<file path="src/rtl/legv8_pkg.sv">
// legv8_pkg -- constants shared by the LEGv8 decode stage.
//   N_DEFAULT     : default register/data width
//   XZR           : index of the zero register
//   OP_*          : opcode fields used by the immediate decoder
//   imm_kind_e    : which immediate field an instruction carries
package legv8_pkg;

  localparam int N_DEFAULT = 64;

  localparam logic [4:0] XZR = 5'd31;

  // Full 11-bit opcodes for the D-format loads/stores.
  localparam logic [10:0] OP_LDUR = 11'b111_1100_0010;
  localparam logic [10:0] OP_STUR = 11'b111_1100_0000;
  // CB-format uses the top 8 bits, B-format the top 6 bits.
  localparam logic [7:0]  OP_CBZ  = 8'b1011_0100;
  localparam logic [5:0]  OP_B    = 6'b000101;

  typedef enum logic [1:0] {
    IMM_NONE = 2'd0,
    IMM_D    = 2'd1,  // 9-bit address offset (LDUR/STUR)
    IMM_CB   = 2'd2,  // 19-bit branch offset (CBZ)
    IMM_B    = 2'd3   // 26-bit branch offset (B)
  } imm_kind_e;

  // Classify an instruction word; the order of the tests is the priority.
  function automatic imm_kind_e imm_kind(input logic [31:0] instr);
    imm_kind_e kind;
    kind = IMM_NONE;
    if (instr[31:21] == OP_LDUR || instr[31:21] == OP_STUR) begin
      kind = IMM_D;
    end else if (instr[31:24] == OP_CBZ) begin
      kind = IMM_CB;
    end else if (instr[31:26] == OP_B) begin
      kind = IMM_B;
    end
    return kind;
  endfunction

endpackage

</file>
<file path="src/rtl/decode_if.sv">
// decode_if -- bundles the decode stage's instruction, write-back and
// operand signals.
//   master : upstream/downstream datapath side (drives instruction and
//            write-back, receives operands and immediate)
//   slave  : the decode stage itself
interface decode_if #(
  parameter int N = 64
);
  logic [31:0]  instr_D;
  logic         reg2loc_D;
  logic         regWrite_D;
  logic [4:0]   wa3_D;
  logic [N-1:0] writeData3_D;
  logic [N-1:0] readData1_D;
  logic [N-1:0] readData2_D;
  logic [N-1:0] signImm_D;

  modport master (
    output instr_D, reg2loc_D, regWrite_D, wa3_D, writeData3_D,
    input  readData1_D, readData2_D, signImm_D
  );

  modport slave (
    input  instr_D, reg2loc_D, regWrite_D, wa3_D, writeData3_D,
    output readData1_D, readData2_D, signImm_D
  );
endinterface

</file>
<file path="src/rtl/decode_regfile.sv">
// regfile -- LEGv8 architectural register file, two combinational read
// ports and one write port.
//   clk, reset   : clock; asynchronous active-low reset (Xi <- i)
//   we, wa, wd   : write enable, address, data (sampled on rising edge)
//   ra1, ra2     : read addresses
//   rd1, rd2     : read data (combinational, X31 always 0)
module regfile
  import legv8_pkg::*;
#(
  parameter int N     = N_DEFAULT,
  parameter int NREGS = 32
) (
  input  logic         clk,
  input  logic         reset,
  input  logic         we,
  input  logic [4:0]   wa,
  input  logic [N-1:0] wd,
  input  logic [4:0]   ra1,
  input  logic [4:0]   ra2,
  output logic [N-1:0] rd1,
  output logic [N-1:0] rd2
);

  // Only X0..X(NREGS-2) have storage; the top index is the zero register.
  logic [N-1:0] regs_reg [NREGS-1];
  logic [N-1:0] read_view [NREGS];
  logic         wr_en;

  // Writes to XZR are dropped here so no storage slot is ever selected.
  assign wr_en = we && (wa != XZR);

  always_ff @(posedge clk or negedge reset) begin
    if (!reset) begin
      for (int i = 0; i < NREGS - 1; i++) begin
        regs_reg[i] <= N'(i);
      end
    end else begin
      for (int i = 0; i < NREGS - 1; i++) begin
        if (wr_en && wa == 5'(i)) begin
          regs_reg[i] <= wd;
        end
      end
    end
  end

  // Flat view of all NREGS architectural registers with XZR hard-wired to 0.
  generate
    for (genvar gi = 0; gi < NREGS; gi++) begin : g_view
      if (gi == NREGS - 1) begin : g_zero
        assign read_view[gi] = '0;
      end else begin : g_reg
        assign read_view[gi] = regs_reg[gi];
      end
    end
  endgenerate

  // Reads see the pre-edge contents: no bypass from the write port.
  assign rd1 = read_view[ra1];
  assign rd2 = read_view[ra2];

endmodule

</file>
<file path="src/rtl/decode.sv">
// decode -- decode stage of the single-cycle LEGv8 datapath.
//   clk    : clock (register file writes on rising edge)
//   reset  : asynchronous active-low reset of the register file
//   dif    : decode_if.slave
//            instr_D, reg2loc_D            -> operand/immediate selection
//            regWrite_D, wa3_D, writeData3_D -> register write-back
//            readData1_D (Rn), readData2_D (Rm or Rt), signImm_D
// All outputs are combinational from the instruction and register state.
module decode
  import legv8_pkg::*;
#(
  parameter int N     = N_DEFAULT,
  parameter int NREGS = 32
) (
  input  logic clk,
  input  logic reset,
  decode_if.slave dif
);

  logic [4:0]   ra1;
  logic [4:0]   ra2;
  logic [N-1:0] imm_next;
  imm_kind_e    kind;

  // Rn is always port 1; port 2 is Rm for R-format, Rt for stores/CBZ.
  assign ra1 = dif.instr_D[9:5];
  assign ra2 = dif.reg2loc_D ? dif.instr_D[4:0] : dif.instr_D[20:16];

  regfile #(
    .N     (N),
    .NREGS (NREGS)
  ) u_regfile (
    .clk   (clk),
    .reset (reset),
    .we    (dif.regWrite_D),
    .wa    (dif.wa3_D),
    .wd    (dif.writeData3_D),
    .ra1   (ra1),
    .ra2   (ra2),
    .rd1   (dif.readData1_D),
    .rd2   (dif.readData2_D)
  );

  // Immediate is sign-extended but left unshifted; branch scaling by 4
  // happens in execute.
  always_comb begin
    imm_next = '0;
    kind     = imm_kind(dif.instr_D);
    case (kind)
      IMM_D:   imm_next = {{(N-9){dif.instr_D[20]}},  dif.instr_D[20:12]};
      IMM_CB:  imm_next = {{(N-19){dif.instr_D[23]}}, dif.instr_D[23:5]};
      IMM_B:   imm_next = {{(N-26){dif.instr_D[25]}}, dif.instr_D[25:0]};
      default: imm_next = '0;
    endcase
  end

  assign dif.signImm_D = imm_next;

endmodule

</file>
<file path="src/flat_wrapper.sv">
// flat-port wrapper written by rule: the top's interface ports become plain ports
module decode_flat import legv8_pkg::*;
#(
  parameter int N     = N_DEFAULT,
  parameter int NREGS = 32
)
  (clk, reset, dif_instr_D, dif_reg2loc_D, dif_regWrite_D, dif_wa3_D, dif_writeData3_D, dif_readData1_D, dif_readData2_D, dif_signImm_D);
  decode_if #(.N(N)) dif_i ();
  input  logic clk;
  input  logic reset;
  input wire logic [$bits(dif_i.instr_D)-1:0] dif_instr_D;
  input wire logic [$bits(dif_i.reg2loc_D)-1:0] dif_reg2loc_D;
  input wire logic [$bits(dif_i.regWrite_D)-1:0] dif_regWrite_D;
  input wire logic [$bits(dif_i.wa3_D)-1:0] dif_wa3_D;
  input wire logic [$bits(dif_i.writeData3_D)-1:0] dif_writeData3_D;
  output wire logic [$bits(dif_i.readData1_D)-1:0] dif_readData1_D;
  output wire logic [$bits(dif_i.readData2_D)-1:0] dif_readData2_D;
  output wire logic [$bits(dif_i.signImm_D)-1:0] dif_signImm_D;
  assign dif_i.instr_D = dif_instr_D;
  assign dif_i.reg2loc_D = dif_reg2loc_D;
  assign dif_i.regWrite_D = dif_regWrite_D;
  assign dif_i.wa3_D = dif_wa3_D;
  assign dif_i.writeData3_D = dif_writeData3_D;
  assign dif_readData1_D = dif_i.readData1_D;
  assign dif_readData2_D = dif_i.readData2_D;
  assign dif_signImm_D = dif_i.signImm_D;
  decode #(.N(N), .NREGS(NREGS)) u_core (.clk(clk), .reset(reset), .dif(dif_i));
endmodule
</file>
<file path="config.mk">
export PLATFORM = sky130hd
export DESIGN_NAME = decode_flat
export DESIGN_NICKNAME = d
export VERILOG_FILES = /design/src/rtl/legv8_pkg.sv /design/src/rtl/decode_if.sv /design/src/rtl/decode_regfile.sv /design/src/rtl/decode.sv /design/src/flat_wrapper.sv
export SDC_FILE = /design/constraint.sdc
export NUM_CORES = 2
export LEC_CHECK = 0
export CAP_MARGIN = 20
export CORE_ASPECT_RATIO = 0.5
export CORE_MARGIN = 5
export CORE_UTILIZATION = 55
export DETAILED_ROUTE_END_ITERATION = 12
export PLACE_DENSITY = 0.75
export SYNTH_ARGS = -nofsm -noshare
export SYNTH_HDL_FRONTEND = slang
export SYNTH_SLANG_ARGS = --single-unit
</file>
<file path="constraint.sdc">
create_clock -name clk -period 3.1 [get_ports clk]
set_clock_uncertainty 0.1 [all_clocks]
set_input_delay 0.465 -clock clk [delete_from_list [all_inputs] [get_ports clk]]
set_output_delay 0.465 -clock clk [all_outputs]
set_load 0.01 [all_outputs]
</file>
==> metrics.json <==
{
  "sta": {
    "post-route-min-period_ps": 3620,
    "fin_crit_sh_pct": 117,
    "grt_setup_unrepaired": "true",
    "report.final.slew_viol_count": 0,
    "total_of_endpoints_with_negative_setup_slack_in_the_final_report": 175,
    "final_hold_viol_count": 0,
    "post-route-worst-setup-slack_ps": -525,
    "timing.max_slew.rel_slack_pct": 16.3,
    "worst-slew-pin-transition_ps": 1250,
    "fmaxAchievable_mhz": 276
  },
  "critical_path": {
    "worst_setup_path_end_kind": "primary output",
    "worst_ep_arrival_time_ps": 3060,
    "timing_worst_setup_path_type": "reg -> out",
    "slowest_delay_ps": 810,
    "cp_cell_sequence": "mux2i_1 > o21ai_0 > mux4_2 > mux2_4 > buf_6",
    "worst-endpoint-required_ps": 2530,
    "timing.critical_path.fanout_max": 3,
    "critical_path.top_delay_family": "compound AO/OA/AOI/OAI gates",
    "timing.critical_path.slowest_stage_cell": "sky130_fd_sc_hd__o21ai_0",
    "startpoint_type_of_the_worst_setup_path": "flop",
    "worstPathBufferInverterCount": 1
  },
  "synth": {
    "synth_adder_area_share_pct": 0,
    "post-synth-top-area-fraction_pct": 43.9,
    "yosys-top-cells-count": "1,909 x sky130_fd_sc_hd__dfrtp_1, 1,870 x sky130_fd_sc_hd__mux2_2, 897 x sky130_fd_sc_hd__a21oi_1, 852 x sky130_fd_sc_hd__nand2_1, 670 x sky130_fd_sc_hd__clkbuf_1",
    "cell_taking_the_most_area_after_synthesis": "sky130_fd_sc_hd__dfrtp_1",
    "synth_compound_gate_area_share_pct": 10.5,
    "post_synthesis_simple_gate_area_fraction_pct": 4.42,
    "postSynthCellCount": 8831,
    "most_frequent_cell_after_synthesis": "sky130_fd_sc_hd__dfrtp_1",
    "syn_warnings": 0,
    "synth_xor_xnor_area_share_pct": 0,
    "ys_top_cells_by_area": "sky130_fd_sc_hd__dfrtp_1 44%, sky130_fd_sc_hd__mux2_2 19%, sky130_fd_sc_hd__mux4_2 12%",
    "synth_async_sr_flop_share_pct": 100,
    "syn_nets": 8936,
    "synth_edf_count": 0,
    "syn_avg_cell_area_um2": 12.3,
    "syn-cell-area_mm2": 0.109,
    "synth_top_family_by_area": "multiplexers",
    "muxShareOfSynthArea_pct": 35.5,
    "yosys_register_bits": 1984,
    "most_used_dff_post_synth": "sky130_fd_sc_hd__dfrtp_1",
    "synth-seq-area-share_pct": 45.7,
    "library_cells_used_by_synthesis": 58
  },
  "detailed_routing": {
    "drt-met1-wl_mm": 145,
    "topRoutingLayerUsed": "met5",
    "via_per_instance_ratio": 7.33,
    "detail_route.first_pass.iterations": 9,
    "dr_wl_met2_mm": 181,
    "met3_wirelength_mm": 65.7,
    "route.detailed.wl_per_inst_um": 34.0,
    "final_antenna_net_count": 0,
    "drt_wl_total_mm": 425,
    "num_vias": 91564,
    "dr.first_iter.drc_count": 15402,
    "drc_errors": 0
  },
  "pwr": {
    "power_per_cell_area_mw_per_mm2": 599,
    "power.leakage_uw": 0.0596,
    "irDropWorstVdd_mv": 0.467
  },
  "cells_and_area": {
    "final_design_area_excluding_fillers_mm2": 0.137,
    "nNetsFinal": 9800,
    "share_of_cells_above_drive_strength_1_pct": 48.4,
    "area_delta_synth_final_pct": 25.8,
    "postLayoutCoreUtil_pct": 69.6,
    "largest_register_ffs": 1984,
    "number_of_fillers_in_the_final_layout": 12432
  },
  "floorplanning": {
    "die-width_um": 639,
    "core_area_mm2": 0.197,
    "num_io_pins": 297,
    "die_y_um": 325,
    "rows": 115,
    "dieArea_mm2": 0.208,
    "initial_utilization_pct": 55.3
  },
  "clocking": {
    "tritoncts": "yes",
    "cts_made_buffers": 189,
    "cts_num_sinks": 1984,
    "clock_insertion_delay_worst_skew_ps": 860,
    "path_clk_slew_ps": 60,
    "clock_path_buffers": 4,
    "clock-root-buffer": "sky130_fd_sc_hd__clkbuf_16",
    "cts_htree_levels": 4
  },
  "outcome": {
    "violated_checks": "setup timing",
    "outcome": "complete, but fails checks"
  },
  "global_route": {
    "antenna_violations_before_repair": 22,
    "grt_overflow": 0,
    "globalRouteTotalUtil_pct": 38.3,
    "first_pass_grt_wire_length_mm": 600,
    "grt_pass1_vias": 90717,
    "grt_start_max_net_pins": 102
  },
  "placement": {
    "dp_hpwl_mm": 237,
    "detailed_place.area_mm2": 0.121,
    "finalWeightedCongestion": 0.935,
    "portbufs": 296
  },
  "hold_path": {
    "timing.hold.worst.class": "in -> async"
  },
  "run": {
    "maxCapViolCount": 0
  }
}
-- worst paths after layout --
path	start	end	slack, ps	cells past startpoint
max	u_core.u_regfile.read_view[195]	dif_readData1_D[3]	-520	5
min	reset	u_core.u_regfile.read_view[183]	120	2
min in group clk	dif_writeData3_D[25]	u_core.u_regfile.read_view[1049]	330	2
max reg2reg	u_core.u_regfile.read_view[517]	u_core.u_regfile.read_view[517]	1940	3
max in group asynchronous	reset	u_core.u_regfile.read_view[1770]	1630	3
min reg2reg	u_core.u_regfile.read_view[1042]	u_core.u_regfile.read_view[1042]	410	1
-- final cells by class --
cell class	count	area (um^2)	share of cell area, %
timing repair buffer	1686	19600	14.3
clock inverter	58	751	0.548
multi-input combinational	5825	57900	42.3
antenna	18	45.0	0.0329
clock buffer	279	5640	4.12
tap	2632	3290	2.40
sequential	1984	49700	36.3
inverter	9	33.8	0.0247
-- metal layers --
| metal | track usage (%) | vias to the layer above |
|---|---|---|
| li1 | - | 34998 |
| met2 | 54.7 | 8233 |
| met1 | 49.7 | 46087 |
| met5 | 0 | - |
| met4 | 24.5 | 14 |
| met3 | 13.6 | 2232 |
-- repair_timing --
item / in CTS / in global routing
resized for setup: 1173 / 327
endpoints found under the setup margin: 192 / 176
hold buffers: 1 / 0
setup buffers: 410 / 165
pin swaps: 159 / 161
gates cloned: 39 / 23
hold endpoints to repair: 199 / 0
-- power breakdown --
group / total, uW / leakage (uW) / internal (uW) / switching [uW]
clock network: 24700 / 0.00315 / 13900 / 10800
logic: 21900 / 0.0313 / 12200 / 9730
registers: 35400 / 0.0252 / 31100 / 4310
total: 82000 / 0.0596 / 57200 / 24800
-- cell families (layout without fill, tap and decap cells) --
| kind of cell | Yosys count | count (layout) |
|---|---|---|
| AOI/OAI and AO/OA | 1831 | 1831 |
| and+or+nand+nor | 1111 | 1111 |
| DFF | 1984 | 1984 |
| muxes | 2883 | 2883 |
| buffers and inverters | 1022 | 2032 |
| other | 0 | 18 |
-- worst register-to-register path: stages (launching register included) --
cell,delay (ps)
sky130_fd_sc_hd__dfrtp_1,410
sky130_fd_sc_hd__buf_4,150
sky130_fd_sc_hd__buf_4,140
sky130_fd_sc_hd__mux2_2,250
-- layout by cell type (no fill, tap or decap), types with 95 or more instances in the layout --
cell type	Yosys	final
sky130_fd_sc_hd__mux4_2	576	576
sky130_fd_sc_hd__dfrtp_1	1909	1909
sky130_fd_sc_hd__mux2_2	1870	1804
sky130_fd_sc_hd__buf_12	0	350
sky130_fd_sc_hd__mux2i_1	255	253
sky130_fd_sc_hd__clkbuf_16	0	211
sky130_fd_sc_hd__nand2_1	852	842
sky130_fd_sc_hd__mux2_1	181	181
sky130_fd_sc_hd__a21oi_1	897	858
sky130_fd_sc_hd__buf_6	2	161
sky130_fd_sc_hd__buf_4	52	872
sky130_fd_sc_hd__o22ai_1	127	95
sky130_fd_sc_hd__a211oi_1	256	186
sky130_fd_sc_hd__clkdlybuf4s50_1	0	95
-- through the flow --
| step | power, uW | hold slack (ps) | TNS (ps) | worst slack (ps) | instances |
|---|---|---|---|---|---|
| after floorplan | 46000 | 69.4 | 0 | 52.5 | 8831 |
| after global placement | 52300 | 364 | -94120 | -1190 | 11557 |
| after detailed placement | 53200 | 374 | -98000 | -1220 | 11557 |
| after CTS | 79700 | 131 | -12060 | -227 | 12312 |
| after global routing | 84400 | 172 | -22310 | -437 | 12487 |
| final | 82000 | 119 | -19530 | -525 | 12491 |
Note: power is estimated with default switching activity, not from simulation.
